==> config.mk <==
export PLATFORM = sky130hd
export DESIGN_NAME = plic_lite
export DESIGN_NICKNAME = d
export VERILOG_FILES = /design/src/rtl/plic_pkg.sv /design/src/rtl/plic_gateway.sv /design/src/rtl/plic_lite.sv
export SDC_FILE = /design/constraint.sdc
export NUM_CORES = 1
export LEC_CHECK = 0
export ABC_AREA = 1
export BUFFER_PORTS_ARGS = -buffer_cell sky130_fd_sc_hd__buf_4
export CAP_MARGIN = 25
export CORE_ASPECT_RATIO = 2
export CORE_MARGIN = 5
export CORE_UTILIZATION = 25
export CTS_BUF_LIST = sky130_fd_sc_hd__clkbuf_16
export CTS_CLUSTER_SIZE = 12
export DETAILED_ROUTE_END_ITERATION = 8
export PLACE_DENSITY = 0.41
export SLEW_MARGIN = 0
export SYNTH_ARGS = -nofsm -noshare
export SYNTH_HDL_FRONTEND = slang
export SYNTH_SLANG_ARGS = --single-unit
==> constraint.sdc <==
create_clock -name clk -period 19.61 [get_ports clk]
set_clock_uncertainty 0.15 [all_clocks]
set_input_delay 0 -clock clk [delete_from_list [all_inputs] [get_ports clk]]
set_output_delay 0 -clock clk [all_outputs]
set_load 0.02 [all_outputs]
==> src/rtl/plic_pkg.sv <==
// Shared address map and ID width for the plic_lite interrupt controller.
package plic_pkg;

  localparam int ID_W = 5;

  localparam logic [11:0] PRIO_BASE = 12'h000;
  localparam logic [11:0] PENDING   = 12'h080;
  localparam logic [11:0] ENABLE    = 12'h100;
  localparam logic [11:0] THRESHOLD = 12'h200;
  localparam logic [11:0] CLAIM     = 12'h204;

endpackage

==> src/rtl/plic_gateway.sv <==
// Per-source gateway: turns a level request into one pending/inflight transaction.
module plic_gateway (
  input  logic clk,
  input  logic rst,
  input  logic irq,
  input  logic claim,
  input  logic complete,
  output logic pending
);

  logic inflight;

  always_ff @(posedge clk) begin
    if (rst) begin
      pending  <= 1'b0;
      inflight <= 1'b0;
    end else if (claim) begin
      // claim beats a same-edge gateway set, so the source cannot double-pend
      pending  <= 1'b0;
      inflight <= 1'b1;
    end else begin
      if (irq && !pending && !inflight)
        pending <= 1'b1;
      if (complete && inflight)
        inflight <= 1'b0;
    end
  end

endmodule

==> src/rtl/plic_lite.sv <==
// Small PLIC: MMIO config, per-source gateways, priority arbiter into a registered eip.
module plic_lite
  import plic_pkg::*;
#(
  parameter int NSRC   = 8,
  parameter int PRIO_W = 3
) (
  input  logic            clk,
  input  logic            rst,
  input  logic [11:0]     a,
  input  logic [31:0]     d,
  input  logic            we,
  input  logic            re,
  output logic [31:0]     spo,
  input  logic [NSRC-1:0] irq_src,
  output logic            eip
);

  logic [11:0]       addr;
  logic [PRIO_W-1:0] prio [NSRC];
  logic [NSRC:1]     enable;
  logic [NSRC:1]     irq_q;
  logic [NSRC:1]     pending;
  logic [PRIO_W-1:0] threshold;
  logic [ID_W-1:0]   best_id;
  logic [ID_W-1:0]   best_id_q;
  logic [PRIO_W-1:0] best_prio;
  logic              claim_hit;
  logic              cmpl_hit;
  logic              unused_bits;

  assign addr        = {a[11:2], 2'b00};
  assign claim_hit   = re && (addr == CLAIM) && (best_id_q != '0);
  assign cmpl_hit    = we && (addr == CLAIM);
  assign unused_bits = ^{a[1:0], d};

  always_ff @(posedge clk) begin
    if (rst) begin
      for (int i = 0; i < NSRC; i++) prio[i] <= '0;
      enable    <= '0;
      threshold <= '0;
      irq_q     <= '0;
      best_id_q <= '0;
      eip       <= 1'b0;
    end else begin
      irq_q     <= irq_src;
      best_id_q <= best_id;
      eip       <= (best_id != '0);
      if (we) begin
        for (int i = 1; i <= NSRC; i++)
          if (addr == PRIO_BASE + 12'(4 * i)) prio[i-1] <= d[PRIO_W-1:0];
        if (addr == ENABLE)    enable    <= d[NSRC:1];
        if (addr == THRESHOLD) threshold <= d[PRIO_W-1:0];
      end
    end
  end

  // ascending scan with strict '>' keeps the lowest ID on priority ties
  always_comb begin
    best_id   = '0;
    best_prio = '0;
    for (int i = 1; i <= NSRC; i++) begin
      if (pending[i] && enable[i] && (prio[i-1] > threshold) && (prio[i-1] > best_prio)) begin
        best_prio = prio[i-1];
        best_id   = ID_W'(i);
      end
    end
  end

  always_comb begin
    spo = '0;
    for (int i = 1; i <= NSRC; i++)
      if (addr == PRIO_BASE + 12'(4 * i)) spo = 32'(prio[i-1]);
    if (addr == PENDING)   spo = 32'({pending, 1'b0});
    if (addr == ENABLE)    spo = 32'({enable, 1'b0});
    if (addr == THRESHOLD) spo = 32'(threshold);
    if (addr == CLAIM)     spo = 32'(best_id_q);
  end

  for (genvar g = 1; g <= NSRC; g++) begin : g_src
    plic_gateway u_gw (
      .clk      (clk),
      .rst      (rst),
      .irq      (irq_q[g]),
      .claim    (claim_hit && (best_id_q == ID_W'(g))),
      .complete (cmpl_hit && (d[ID_W-1:0] == ID_W'(g))),
      .pending  (pending[g])
    );
  end

endmodule

==> metrics <==
Compound-Gate Fraction of Synth Area=15.17%; Multi-input gate area=2494 µm²; io pins=89; # DRC=0; worst hold path cell count=5; Die Y-Extent=200.4 µm; post-synthesis adder-cell area fraction=11.33%; Post-Syn Instances=617; drt total wl=15.60 mm; Area Growth Syn to Fin=22.98%; first-pass GRT wire length=24.27 mm; CTS max path bufs=2; H-tree depth=3; final std cells w/o fill=912; Synth Area in Simple Gates=26.66%; die extent in x=105.2 µm; worst-path maximum fanout=9; vias in the first global route=4547; final hold vios=0; Die ar.=21070 µm²; RSZ-0062 raised after global routing=no; Post-Place Cells=864; diodes inserted=0; Iter 0 DRT Violations=186; clock buffer count from CTS=9; DP Wirelength=12.86 mm; warnings from Yosys=0; RD Place Congestion=0.9062; CP bufs+invs=7; Starting Density=25.47%; Final #Nets=791; PnR worst setup slack=9.828 ns; largest net degree at the start of global routing=28; CTS tree=done; critical path class=reg2reg; root buffer cell=clkbuf_16; clock slew at reported path FFs=0.06 ns; post-CTS sizing=0; worst ir drop on vdd=0.04638 mV; Worst R2R Path Depth=54; worst-skew pair later-pin latency=0.33 ns; Max Fclk=102.2 MHz; PD cells=59.30 nW/µm²; I/O Buffers=40; largest family of logic cells by synthesized area=simple AND/OR/NAND/NOR gates; outcome=finished, final reports clean; Crit path max-delay family=simple AND/OR/NAND/NOR gates; Slew Limit Headroom=47.92%; Seq/Total Area, Yosys=33.59%; Setup TNS=0 ns; Yosys reg bits=64; Hold Crit Class=in2reg; Worst Tran Pin Value=0.7802 ns; Final ANT Viol Nets=0; Setup violations, final=0; slowest cell delay on critical path=0.45 ns; crit path time final=9.782 ns; Vias/cell=4.823; Critical Path Source Type=flop; Pre-antenna DRT Iters=4; clock sinks=64; Worst path depth=54; floorplan core area=17780 µm²; worst slack, placed=9.702 ns; Pins Over Slew Limit=0; mux cell area share after synthesis=0%; GRT Total Usage=14.88%; fill cell count=1953; initial antenna violation count=0; Distinct cells, synth=42; leak pwr=2.453 nW; post-synthesis xor/xnor area fraction=0%; Req. time, crit path=19.65 ns; sequential cell area=1521 µm²; routed len/inst=17.11 µm; Critical Path Sink Type=flop; detailed-route via count=4399; Mapped Area=4529 µm²; layout cells sized above 1=11.87%; average size of a mapped cell=7.341 µm²; worst endpoint data arrival time=9.82 ns; period utilisation layout=49.88%; CP max-delay cell=inv_1; gr ovfl total=0; row count=69; Max Cap Viol=0
-- stage by stage --
step	util, %	hold slack [ns]	power, mW	instance area (µm²)
after global placement	28.06	0.05027	0.1864	4991
after global routing	31.32	0.05153	0.3440	5570
after floorplan	-	-0.04303	0.1759	4612
after detailed placement	28.06	0.05649	0.1878	4991
after CTS	31.32	0.007832	0.3332	5570
final	31.32	0.01710	0.3303	5570
-- cell type report --
type	count	share of cell area, %
flip-flops and latches	64	27.31
repair buffers	73	11.28
clock buffers	9	4.043
well taps	213	4.784
inverters	107	7.210
multi-input cells	439	44.77
clock inverters	7	0.6065
-- final timing paths --
check,slack (ns),startpoint,to
setup / recovery,9.83,threshold[2],eip
hold / removal,0.02,re,g_src[5].u_gw.inflight
setup reg to reg,9.83,threshold[2],eip
hold reg to reg,0.33,g_src[2].u_gw.inflight,g_src[2].u_gw.inflight
-- registers in the layout (all words and copies together), names as in the netlist --
register and cells:
g_src.u_gw.inflight 8, g_src.u_gw.pending 8, eip 1, threshold 3
irq_q 8, best_id_q 4, prio 24, enable 8
-- worst register-to-register path: cells and delay by family, from the launching register on --
| kind | cells | cell delay (ns) |
|---|---|---|
| flops | 1 | 0.33 |
| buf+inv | 7 | 1.00 |
| simple gates | 26 | 2.90 |
| compound gates | 13 | 2.82 |
| fa+ha+maj | 8 | 2.47 |
-- logic make-up after synthesis --
kind of cell	count (synthesis)
other	1
buffers and inverters	136
flip-flops	64
AO/OA/AOI/OAI	117
adder cells (fa/ha/maj)	41
AND/OR/NAND/NOR	258
-- timing repair --
| action | CTS | global route |
|---|---|---|
| hold buffers | 32 | 0 |
| endpoints found under the hold margin | 29 | 0 |
| setup endpoints to repair | 0 | 0 |
| setup buffers | 0 | 0 |
-- power breakdown --
part	switching, mW	internal [mW]
sequential	0.00473	0.143
combinational	0.0256	0.0156
clock	0.0580	0.0834
-- cells in the final DEF (no fill, tap or decap), drive strengths merged, types with 2 or more instances in the layout --
cell and instances:
o21ai 51, nand2 90, edfxtp 24, o211ai 4
clkinv 6, dfxtp 40, a221oi 4, nand3 55
clkbuf 9, nor2 82, a21oi 32, nor4 4
conb 23, nand4 12, a211oi 9, nor3 9
ha 41, dlygate4sd3 32, o22ai 8, a22oi 2
or2 3, inv 107, buf 41, a311oi 3
-- layer usage --
layer | wire length (µm) | track usage [%] | up-vias
met1 | 5211 | 13.61 | 2059
met3 | 491 | 1.418 | 38
met2 | 8891 | 29.60 | 122
met5 | 0 | 0 | -
li1 | - | - | 2180
met4 | 1005 | 9.877 | 0
-- synth_stat cells, drive strengths merged --
cell type / n / share of area (%)
a31oi: 1 / 0.14
clkbuf: 5 / 0.41
dfxtp: 40 / 18
ha: 41 / 11
a21boi: 1 / 0.17
o31ai: 1 / 0.17
a221oi: 4 / 0.77
nor3b: 1 / 0.17
o21ai: 51 / 6.0
nand3b: 1 / 0.17
nor3: 9 / 0.99
and2: 1 / 0.14
nor4: 4 / 0.69
clkinv: 2 / 0.17
nor2: 82 / 7.4
a21oi: 32 / 3.5
a311oi: 3 / 0.58
nand4: 12 / 1.7
o22ai: 8 / 1.1
o211ai: 4 / 0.66
edfxtp: 24 / 16
nand2: 90 / 8.0
buf: 24 / 3.9
or2: 3 / 0.41
inv: 105 / 8.7
a22oi: 2 / 0.33
o21a: 1 / 0.17
nand3: 55 / 7.0
conb: 1 / 0.083
a211oi: 9 / 1.5
Note: power is estimated with default switching activity, not from simulation.
